===== config.mk =====
export PLATFORM = sky130hd
export DESIGN_NAME = booth_seq_divider_flat
export DESIGN_NICKNAME = d
export VERILOG_FILES = /design/src/rtl/booth_seq_divider_if.sv /design/src/rtl/booth_seq_divider.sv /design/src/flat_wrapper.sv
export SDC_FILE = /design/constraint.sdc
export NUM_CORES = 1
export LEC_CHECK = 0
export CORE_UTILIZATION = 40
export DETAILED_ROUTE_END_ITERATION = 8
export GPL_TIMING_DRIVEN = 0
export PLACE_DENSITY = 0.67
export SYNTH_ARGS = -nofsm -noshare
export SYNTH_HDL_FRONTEND = slang
export SYNTH_SLANG_ARGS = --single-unit

===== constraint.sdc =====
create_clock -name clk -period 3 [get_ports clk]
set_input_delay 0.9 -clock clk [delete_from_list [all_inputs] [get_ports clk]]
set_output_delay 0.9 -clock clk [all_outputs]
set_load 0.02 [all_outputs]

===== src/rtl/booth_seq_divider_if.sv =====
// Handshake bundle for booth_seq_divider.
// Request side carries operands; response side carries result and flags.
interface booth_seq_divider_if #(
  parameter int WIDTH = 8
);
  logic               in_valid;
  logic               in_ready;
  logic [2*WIDTH-1:0] dividend;
  logic [WIDTH-1:0]   divisor;
  logic               out_valid;
  logic               out_ready;
  logic [WIDTH-1:0]   quotient;
  logic [WIDTH-1:0]   remainder;
  logic               ovf;
  logic               dbz;
  logic               busy;

  modport master (
    output in_valid, dividend, divisor, out_ready,
    input  in_ready, out_valid, quotient, remainder,
    input  ovf, dbz, busy
  );

  modport slave (
    input  in_valid, dividend, divisor, out_ready,
    output in_ready, out_valid, quotient, remainder,
    output ovf, dbz, busy
  );
endinterface


===== src/rtl/booth_seq_divider.sv =====
// Radix-2 restoring divider, one quotient bit per cycle.
// Define DIV_SIGNED_EN for two's complement operands.
module booth_seq_divider #(
  parameter int WIDTH = 8
) (
  input logic              clk,
  input logic              rst,
  booth_seq_divider_if.slave io
);

  localparam int CW = (WIDTH > 2) ? $clog2(WIDTH) : 1;

  typedef enum logic [1:0] {
    IDLE,
    CALC,
    FIX,
    DONE
  } state_t;

  state_t state, state_n;

  logic [CW-1:0]      cnt;
  logic [WIDTH:0]     rem;
  logic [WIDTH-1:0]   quo;
  logic [WIDTH-1:0]   dvs;
  logic [WIDTH-1:0]   q_r;
  logic [WIDTH-1:0]   r_r;
  logic               ovf_r;
  logic               dbz_r;
  logic               accept;

  logic [2*WIDTH-1:0] dmag;
  logic [WIDTH-1:0]   vmag;
  logic [WIDTH+1:0]   sh;
  logic [WIDTH:0]     diff;
  logic               borrow;
  logic [WIDTH-1:0]   qs;
  logic [WIDTH-1:0]   rs;
  logic               ovf_fix;

`ifdef DIV_SIGNED_EN
  logic sd;
  logic sv;
  logic negq;
  localparam logic [WIDTH-1:0] LIM = {1'b1, {(WIDTH-1){1'b0}}};
`endif

  assign accept = io.in_valid & io.in_ready;

  always_ff @(posedge clk or posedge rst) begin
    if (rst) state <= IDLE;
    else     state <= state_n;
  end

  always_comb begin
    state_n     = state;
    io.in_ready  = 1'b0;
    io.out_valid = 1'b0;
    io.busy      = 1'b0;
    unique case (state)
      IDLE: begin
        io.in_ready = 1'b1;
        if (io.in_valid) state_n = CALC;
      end
      CALC: begin
        io.busy = 1'b1;
        if (cnt == '0) state_n = FIX;
      end
      FIX: begin
        io.busy = 1'b1;
        state_n = DONE;
      end
      DONE: begin
        io.out_valid = 1'b1;
        if (io.out_ready) state_n = IDLE;
      end
      default: state_n = IDLE;
    endcase
  end

  // Operands are reduced to magnitudes up front; signs are reapplied in FIX.
  always_comb begin
    dmag = io.dividend;
    vmag = io.divisor;
`ifdef DIV_SIGNED_EN
    if (io.dividend[2*WIDTH-1]) dmag = -io.dividend;
    if (io.divisor[WIDTH-1])    vmag = -io.divisor;
`endif
  end

  always_comb begin
    sh     = {rem, quo[WIDTH-1]};
    borrow = sh < {2'b00, dvs};
    diff   = sh[WIDTH:0] - {1'b0, dvs};
  end

  always_comb begin
    qs      = quo;
    rs      = rem[WIDTH-1:0];
    ovf_fix = ovf_r;
`ifdef DIV_SIGNED_EN
    negq = sd ^ sv;
    if (negq) qs = -quo;
    if (sd)   rs = -rem[WIDTH-1:0];
    // Negative results may reach -2^(W-1); positive ones stop one short.
    if (negq) ovf_fix = ovf_r | (quo > LIM);
    else      ovf_fix = ovf_r | (quo >= LIM);
`endif
  end

  always_ff @(posedge clk or posedge rst) begin
    if (rst) begin
      cnt   <= '0;
      rem   <= '0;
      quo   <= '0;
      dvs   <= '0;
      q_r   <= '0;
      r_r   <= '0;
      ovf_r <= 1'b0;
      dbz_r <= 1'b0;
`ifdef DIV_SIGNED_EN
      sd    <= 1'b0;
      sv    <= 1'b0;
`endif
    end else begin
      unique case (state)
        IDLE: begin
          if (accept) begin
            cnt   <= CW'(WIDTH-1);
            rem   <= {1'b0, dmag[2*WIDTH-1:WIDTH]};
            quo   <= dmag[WIDTH-1:0];
            dvs   <= vmag;
            ovf_r <= dmag[2*WIDTH-1:WIDTH] >= vmag;
            dbz_r <= io.divisor == '0;
`ifdef DIV_SIGNED_EN
            sd    <= io.dividend[2*WIDTH-1];
            sv    <= io.divisor[WIDTH-1];
`endif
          end
        end
        CALC: begin
          rem <= borrow ? sh[WIDTH:0] : diff;
          quo <= {quo[WIDTH-2:0], ~borrow};
          cnt <= cnt - 1'b1;
        end
        FIX: begin
          q_r   <= ovf_fix ? '1 : qs;
          r_r   <= ovf_fix ? '0 : rs;
          ovf_r <= ovf_fix;
        end
        default: ;
      endcase
    end
  end

  assign io.quotient  = q_r;
  assign io.remainder = r_r;
  assign io.ovf       = io.out_valid & ovf_r;
  assign io.dbz       = io.out_valid & dbz_r;

endmodule


===== src/flat_wrapper.sv =====
// flat-port wrapper written by rule: the top's interface ports become plain ports
module booth_seq_divider_flat 
#(
  parameter int WIDTH = 8
)
  (clk, rst, io_in_valid, io_dividend, io_divisor, io_out_ready, io_in_ready, io_out_valid, io_quotient, io_remainder, io_ovf, io_dbz, io_busy);
  booth_seq_divider_if #(.WIDTH(WIDTH)) io_i ();
  input logic clk;
  input logic rst;
  input wire logic [$bits(io_i.in_valid)-1:0] io_in_valid;
  input wire logic [$bits(io_i.dividend)-1:0] io_dividend;
  input wire logic [$bits(io_i.divisor)-1:0] io_divisor;
  input wire logic [$bits(io_i.out_ready)-1:0] io_out_ready;
  output wire logic [$bits(io_i.in_ready)-1:0] io_in_ready;
  output wire logic [$bits(io_i.out_valid)-1:0] io_out_valid;
  output wire logic [$bits(io_i.quotient)-1:0] io_quotient;
  output wire logic [$bits(io_i.remainder)-1:0] io_remainder;
  output wire logic [$bits(io_i.ovf)-1:0] io_ovf;
  output wire logic [$bits(io_i.dbz)-1:0] io_dbz;
  output wire logic [$bits(io_i.busy)-1:0] io_busy;
  assign io_i.in_valid = io_in_valid;
  assign io_i.dividend = io_dividend;
  assign io_i.divisor = io_divisor;
  assign io_i.out_ready = io_out_ready;
  assign io_in_ready = io_i.in_ready;
  assign io_out_valid = io_i.out_valid;
  assign io_quotient = io_i.quotient;
  assign io_remainder = io_i.remainder;
  assign io_ovf = io_i.ovf;
  assign io_dbz = io_i.dbz;
  assign io_busy = io_i.busy;
  booth_seq_divider #(.WIDTH(WIDTH)) u_core (.clk(clk), .rst(rst), .io(io_i));
endmodule

==> results by group, run 1 <==
Status
  • Run status: finished, violations left
  • Failing checks: DRC

Synth
  • Syn_nets: 338
  • Post-synth cell types: 42
  • Synthesized flop and latch total: 48
  • Synth top area share: 44.49%
  • Yosys warns: 0
  • Most area-hungry cell type in the Yosys netlist: dfrtp_1
  • EDFF count, synth: 0
  • Mean Syn Cell Area: 9.408 um^2
  • Synthesized instance count: 287
  • Ys flop type: dfrtp_1
  • Synth top area cells: dfrtp_1, ha_1, o21ai_0
  • Post-synthesis sequential area ratio: 44.49%
  • Mapped Area: 0.002700 mm^2
  • Post-synth ARST share: 100.0%

Critical path
  • Worst r2r src: u_core.qs[7]$_DFFE_PP0P_
  • Crit Path Class: reg2out
  • CP Launch Type: flip-flop
  • FF-to-FF End: u_core.rem[6]$_DFFE_PP0P_
  • CP arrival: 1.79 ns
  • CP Data Required Time: 2.10 ns
  • Biggest fanout along the worst timing path: 7
  • Setup slack, reg-to-reg: 0.48 ns
  • Cells on worst reg2reg path: 10
  • Setup crit end kind: output pin

Floorplanning
  • Row cnt: 29
  • Die area: 0.007083 mm^2
  • I/O pin total: 49
  • Starting density of the core: 42.04%
  • Die span in x: 84.16 um
  • Core Area: 0.006422 mm^2
  • Die Ht: 84.16 um

Hold path
  • WHS Endpoint: u_core.cnt[0]$_DFFE_PP0P_
  • Hold crit path type: reg2reg
  • Hold-critical path depth: 1
  • Hold path startpoint: u_core.cnt[0]$_DFFE_PP0P_

Global routing
  • Pin count of the biggest net entering global routing: 34
  • First-pass GRT wire length: 10450 um
  • Met3 usage in global routing: 3.245%
  • Grt ovf: 0
  • Number of global-route vias before repair: 2222
  • Total track usage: 18.69%
  • Initial antenna violation count: 0
  • Met2 global-route usage: 29.06%
  • Grt peak-use layer: met2
  • Met1 Resource Use GR: 26.68%

Cells and area
  • Diode count: 0
  • Nets: 394
  • Post-route cell area: 0.003405 mm^2
  • Layout area overhead: 26.09%
  • Final Instance Count excl. Fillers: 421
  • Ratio of cells with drive above 1 in the final layout: 4.942%
  • Fillcell total: 610

Clock tree
  • Root Driver: clkbuf_8
  • Buffer count from post-CTS setup fixing: 0
  • Num CTS Buffers: 5
  • Clock tree buffer depth: 2
  • Htree depth: 2
  • CTS Hold Bufs: 0
  • Post-cts sizing count: 0
  • CTS tree: built
  • Worst skew pair latency: 0.30 ns
  • Clk slew on worst S/H paths: 0.09 ns
  • Sink Count: 48

Drt
  • Post-DR wirelength/cell: 14.26 um
  • DR iter-0 viols: 138
  • Drt total wl: 6005 um
  • Vias per inst: 5.226
  • First-pass iteration count of the detailed router: 6
  • Post-DRT Antenna Nets: 0
  • Via count: 2200
  • Remaining DRCs: 10

Pwr
  • Worst vdd ir: 0.5967 mV
  • Cell Pwr Density: 1171 mW/mm^2
  • Leakage: 1.501 nW

STA
  • Setup TNS: 0 ns
  • Min Tclk post-route: 2.693 ns
  • Tightest hold margin: 0.4742 ns
  • Final setup viols: 0
  • Unrepaired setup endpoints after global routing: false
  • Fin crit share: 89.76%
  • Least-Margin Pin Slew: 0.7238 ns
  • Final hold vios: 0
  • Slew Limit Fails: 0
  • Fmax achieved: 371.3 MHz
  • Worst Slack Setup Final: 0.3071 ns
  • Max-slew headroom: 51.42%
  • Worst Clk Skew: 0.009493 ns

Placed design
  • Worst slack, placed: 0.4496 ns
  • Placed cells: 413
  • Hpwl dp: 4700 um
  • # port buffers: 48
  • Post-place instance area: 0.003297 mm^2
  • RD Place Congestion: 0.8485

Run
  • Max-cap check violation count: 0
Yosys cell counts, drive strengths merged, types with 2 or more instances:
cell	count
nand2	34
o22ai	2
a211oi	3
o21ai	37
inv	34
ha	22
xor2	4
nor2b	4
o22a	7
and2	2
dfrtp	48
buf	2
mux2i	12
clkbuf	8
a22oi	2
or3	7
nand2b	4
a21o	2
a21oi	20
nand3b	2
nor4	2
nor3	2
mux2	2
nor2	11
worst max-delay path, stage by stage, from the launching register on:
cell	delay (ns)
dfrtp_1	0.43
inv_1	0.10
ha_1	0.30
clkdlybuf4s50_1	0.66
cells in the final DEF (no fill, tap or decap), drive strengths merged, types with 3 or more instances in the layout:
master         Yosys  routed
a21oi             20      20
nand2             34      34
inv               34      34
nor2b              4       4
o22a               7       7
nand2b             4       4
nor2              11      11
o21ai             37      37
xor2               4       4
clkbuf             8      14
dfrtp             48      48
clkdlybuf4s50      0      48
mux2i             12      12
or3                7       7
a211oi             3       3
buf                2       3
ha                22      22
cell families (layout without fill, tap and decap cells):
kind of cell	count (synthesis)	in the layout	share of synthesized area, %
compound gates	83	83	19.18
xor+xnor	5	5	1.622
mux	14	14	5.283
buf+inv	44	101	6.395
flops	48	48	44.49
simple gates	70	70	12.09
fa+ha+maj	23	23	10.94
power by group:
group          switching [W]  leakage [nW]  internal (W)
clock network       0.000209        0.0552      0.000247
registers           0.000228         0.567      0.000962
logic                0.00130         0.879       0.00104
total                0.00174          1.50       0.00225
registers in the layout, summed over array words and instances (netlist names):
name                 count
u_core.io.quotient       8
u_core.dvs               8
u_core.ovf_fix           1
u_core.dbz_r             1
u_core.cnt               3
u_core.qs                8
u_core.rem               9
u_core.io.remainder      8
u_core.state             2
final cells by class:
class | count | area [um^2] | area share (%)
plain buffers | 10 | 45.04 | 1.323
clock buffers | 6 | 72.57 | 2.132
clock inverters | 2 | 35.03 | 1.029
inverters | 34 | 127.6 | 3.749
multi-input cells | 195 | 1326 | 38.96
flip-flops and latches | 48 | 1201 | 35.28
well taps | 77 | 96.34 | 2.830
repair buffers | 49 | 500.5 | 14.70
layer usage:
metal | vias to the layer above | share of wire (%)
met5 | - | 0
met4 | 0 | 1.3
met3 | 8 | 4.3
met2 | 58 | 44
met1 | 1029 | 51
li1 | 1105 | -
metrics by stage:
stage               util (%)  power (W)
floorplan                  -   0.002829
global placement       51.02   0.003474
detailed placement     51.33   0.003539
CTS                    53.01   0.004010
global route           53.01   0.004346
finish                 53.01   0.003987
worst max-delay path by stage:
stage	from	endpoint	slack, ns	cells past startpoint
after floorplan	u_core.qs[7]$_DFFE_PP0P_	u_core.rem[1]$_DFFE_PP0P_	0.77	10
after global routing	u_core.state[1]$_DFFE_PP0P_	io_in_ready	0.23	3
after CTS	u_core.state[0]$_DFFE_PP0P_	io_in_ready	0.32	3
after detailed placement	io_in_valid	u_core.rem[5]$_DFFE_PP0P_	0.45	6
final	u_core.state[0]$_DFFE_PP0P_	io_in_ready	0.31	3
after global placement	rst	u_core.dvs[1]$_DFFE_PP0P_	0.01	2
Power figures use the tool's default switching activity.
==> inputs of run 2 (changes only) <==
--- a/config.mk
+++ b/config.mk
@@ -5,10 +5,11 @@
 export SDC_FILE = /design/constraint.sdc
 export NUM_CORES = 1
 export LEC_CHECK = 0
+export ABC_AREA = 1
+export CORE_ASPECT_RATIO = 0.6
 export CORE_UTILIZATION = 40
 export DETAILED_ROUTE_END_ITERATION = 8
-export GPL_TIMING_DRIVEN = 0
-export PLACE_DENSITY = 0.67
+export PLACE_DENSITY = 0.66
 export SYNTH_ARGS = -nofsm -noshare
 export SYNTH_HDL_FRONTEND = slang
 export SYNTH_SLANG_ARGS = --single-unit
==> run 2 against run 1 <==
Net effect:
- the flow now finishes without violations
- worst setup slack better by 0.054 ns
- flip-flop and latch count stayed put
- critical path depth did not move
- cell area increased by 4.3%
- clock power increased by 26%
- maximum frequency grew 2.0%
- synthesized area up 4.3%
- combinational power is 8% higher
- largest cell class unchanged
- largest power group unchanged
- highest routed layer unchanged
==> results by group, run 2 <==
Pwr
  • Worst vdd ir: 0.5579 mV (was 0.5967 mV)
  • Leakage: 1.766 nW (was 1.501 nW)
  • Cell Pwr Density: 1193 mW/mm^2 (was 1171 mW/mm^2)

Critical path
  • Worst r2r src: u_core.qs[7]$_DFFE_PP0P_ (unchanged)
  • CP Data Required Time: 2.10 ns (about the same)
  • CP delay by family, top: buffers and inverters (unchanged)
  • Setup crit end: io_in_ready (unchanged)
  • Cells on worst reg2reg path: 12 (was 10)
  • Worst path max stage delay: 0.65 ns (was 0.66 ns)
  • Setup crit end kind: output pin (unchanged)
  • CP bufs+invs: 2 (unchanged)
  • Worst Setup SP: u_core.state[1]$_DFFE_PP0P_ (was u_core.state[0]$_DFFE_PP0P_)
  • Crit Path Class: reg2out (unchanged)
  • Crit. path cell count: 3 (unchanged)
  • FF-to-FF End: u_core.rem[5]$_DFFE_PP0P_ (was u_core.rem[6]$_DFFE_PP0P_)
  • Biggest fanout along the worst timing path: 5 (was 7)
  • CP Launch Type: flip-flop (unchanged)
  • Setup slack, reg-to-reg: 0.85 ns (was 0.48 ns)
  • CP Cell Sequence: inv_1, ha_1, clkdlybuf4s50_1 (unchanged)
  • CP max-delay cell: clkdlybuf4s50_1 (unchanged)
  • CP arrival: 1.74 ns (was 1.79 ns)

Clock tree
  • Post-cts sizing count: 0 (unchanged)
  • CTS Hold Bufs: 0 (unchanged)
  • Buffer count from post-CTS setup fixing: 0 (unchanged)
  • Worst skew pair latency: 0.29 ns (was 0.30 ns)
  • Sink Count: 48 (unchanged)
  • Num CTS Buffers: 5 (unchanged)
  • Htree depth: 2 (unchanged)
  • Clock tree buffer depth: 2 (unchanged)
  • CTS tree: built (unchanged)
  • Root Driver: clkbuf_16 (was clkbuf_8)
  • Clk slew on worst S/H paths: 0.06 ns (was 0.09 ns)

Global routing
  • Initial antenna violation count: 0 (unchanged)
  • Grt ovf: 0 (unchanged)
  • Pin count of the biggest net entering global routing: 31 (was 34)
  • First-pass GRT wire length: 11340 um (was 10450 um)
  • Total track usage: 20.65% (was 18.69%)
  • Number of global-route vias before repair: 2299 (was 2222)

Cells and area
  • Diode count: 0 (unchanged)
  • Biggest register: u_core.rem (unchanged)
  • Layout area overhead: 26.08% (was 26.09%)
  • Commonest cells after routing, fill and taps aside: nand2_1, inv_1, clkdlybuf4s50_1, dfrtp_1, a21oi_1 (was clkdlybuf4s50_1, dfrtp_1, o21ai_0)
  • Fin util: 52.73% (was 53.01%)
  • Final Instance Count excl. Fillers: 500 (was 421)
  • Most common library cell in the layout ignoring fill and taps: nand2_1
  • Ratio of cells with drive above 1 in the final layout: 6.295% (was 4.942%)
  • Max FFs per register: 9 (unchanged)
  • Fillcell total: 637 (was 610)
  • Nets: 463 (was 394)

Synth
  • Synthesized instance count: 360 (was 287)
  • Ys flop type: dfrtp_1 (unchanged)
  • Synthesized flop and latch total: 48 (unchanged)
  • Syn_nets: 411 (was 338)
  • Yosys warns: 0 (unchanged)
  • Synth top area cells: dfrtp_1, nand2_1, ha_1 (was dfrtp_1, ha_1, o21ai_0)
  • Mean Syn Cell Area: 7.823 um^2 (was 9.408 um^2)
  • Post-synth top cells: nand2_1, inv_1, dfrtp_1 (was dfrtp_1, o21ai_0, inv_1, nand2_1, ha_1)
  • Post-synthesis sequential area ratio: 42.65% (was 44.49%)
  • Most common cell in the netlist: nand2_1 (was dfrtp_1)
  • Most area-hungry cell type in the Yosys netlist: dfrtp_1 (unchanged)
  • EDFF count, synth: 0 (unchanged)
  • Post-synth cell types: 33 (was 42)
  • Mapped Area: 0.002816 mm^2 (was 0.002700 mm^2)
  • Synth top area share: 42.65% (was 44.49%)
  • Post-synth ARST share: 100.0% (unchanged)

STA
  • Fin crit share: 87.97% (was 89.76%)
  • Min Tclk post-route: 2.639 ns (was 2.693 ns)
  • Slew Limit Fails: 0 (unchanged)
  • Setup TNS: 0 ns (unchanged)
  • Unrepaired setup endpoints after global routing: false (unchanged)
  • Worst Clk Skew: 0.006391 ns (was 0.009493 ns)
  • Final hold vios: 0 (unchanged)
  • Least-Margin Pin Slew: 0.6585 ns (was 0.7238 ns)
  • Max-slew headroom: 56.04% (was 51.42%)
  • Fmax achieved: 378.9 MHz (was 371.3 MHz)
  • Final setup viols: 0 (unchanged)

Drt
  • DR iter-0 viols: 175 (was 138)
  • First-pass iteration count of the detailed router: 5 (was 6)
  • Drt total wl: 7025 um (was 6005 um)
  • Remaining DRCs: 0 (was 10)
  • Post-DR wirelength/cell: 14.05 um (was 14.26 um)
  • Post-DRT Antenna Nets: 0 (unchanged)
  • Via count: 2525 (was 2200)
  • Vias per inst: 5.050 (was 5.226)

Placed design
  • RD Place Congestion: 0.8503 (was 0.8485)
  • Placed cells: 492 (was 413)
  • Hpwl dp: 5405 um (was 4700 um)
  • # port buffers: 48 (unchanged)

Floorplanning
  • Core Area: 0.006734 mm^2 (was 0.006422 mm^2)
  • Row cnt: 23 (was 29)
  • Die span in x: 110.3 um (was 84.16 um)
  • Die Ht: 67.00 um (was 84.16 um)
  • Die area: 0.007392 mm^2 (was 0.007083 mm^2)
  • I/O pin total: 49 (unchanged)
  • Starting density of the core: 41.82% (was 42.04%)

Run
  • Max-cap check violation count: 0 (unchanged)

Hold path
  • Hold crit path type: reg2reg (unchanged)

Status
  • Run status: finished clean (was finished, violations left)
[run 2: cell types whose count changed after synthesis, sizes merged, moves of 5 or more]
cell | before | now
nand2 | 34 | 81
inv | 34 | 64
nand3 | 1 | 26
nor2 | 11 | 28
a21oi | 20 | 32
mux2i | 12 | 0
o21ai | 37 | 26
o22a | 7 | 0
or3 | 7 | 0
o211ai | 1 | 7
clkbuf | 8 | 3
[run 2: worst min path at each step]
stage	startpoint	end	cells past startpoint
final	u_core.io.remainder[2]$_DFFE_PP0P_	u_core.io.remainder[2]$_DFFE_PP0P_	2
after global placement	u_core.io.remainder[7]$_DFFE_PP0P_	u_core.io.remainder[7]$_DFFE_PP0P_	2
after detailed placement	u_core.dvs[1]$_DFFE_PP0P_	u_core.dvs[1]$_DFFE_PP0P_	2
after floorplan	u_core.dvs[0]$_DFFE_PP0P_	u_core.dvs[0]$_DFFE_PP0P_	2
after global routing	u_core.io.remainder[5]$_DFFE_PP0P_	u_core.io.remainder[5]$_DFFE_PP0P_	2
after CTS	u_core.dvs[1]$_DFFE_PP0P_	u_core.dvs[1]$_DFFE_PP0P_	2
[run 2: power breakdown]
part           total, W  internal (W)  leakage (nW)  switching [W]
Clock          0.000575      0.000329        0.0766       0.000246
Sequential      0.00114      0.000966         0.563       0.000179
Combinational   0.00252      0.000963          1.13        0.00155
Total           0.00424       0.00226          1.77        0.00198
[run 2: per-layer routing]
metal | global-route usage, % | wire [um] | vias to the layer above
met5 | 0 | 0 | -
met4 | 4.441 | 46 | 0
met3 | 3.816 | 464 | 5
met2 | 26.40 | 2555 | 95
met1 | 34.08 | 3959 | 1154
li1 | - | - | 1271
[run 2: area by class of cell]
| class | count | area, um^2 | share of cell area (%) |
|---|---|---|---|
| Clock buffer | 6 | 138.9 | 3.911 |
| Clock inverter | 2 | 10.01 | 0.2819 |
| Inverter | 64 | 240.2 | 6.765 |
| Multi-Input combinational cell | 240 | 1334 | 37.56 |
| Sequential cell | 48 | 1201 | 33.83 |
| Tap cell | 87 | 108.9 | 3.066 |
| Timing Repair Buffer | 53 | 518.0 | 14.59 |
[run 2: cells by family after synthesis]
group,count (synthesis),synth area share (%)
compound gates,74,14.93
xor+xnor,3,0.9331
fa+ha+maj,23,10.48
buf+inv,72,9.995
flops,48,42.65
simple gates,140,21.01
[run 2: worst register-to-register path: stages, from the launching register on]
cell and delay (ns):
dfrtp_1 0.36, inv_1 0.15, ha_1 0.17, inv_1 0.08, fa_1 0.45, nand2_1 0.10
nand2_1 0.08, nand3_1 0.10, nand2_1 0.09, nand2_2 0.18, nand3_1 0.10, nand3_1 0.12
a21oi_1 0.07
[run 2: through the flow]
| step | setup slack [ns] | hold slack [ns] | total power, W | area (um^2) |
|---|---|---|---|---|
| finish | 0.3609 | 0.4915 | 0.004236 | 3551 |
| global route | 0.2635 | 0.5113 | 0.004631 | 3551 |
| CTS | 0.3357 | 0.4938 | 0.004231 | 3551 |
| detailed placement | 0.6274 | 0.4781 | 0.003648 | 3402 |
| global placement | 0.6492 | 0.4651 | 0.003585 | 3402 |
| floorplan | 0.9555 | 0.4528 | 0.002903 | 2816 |
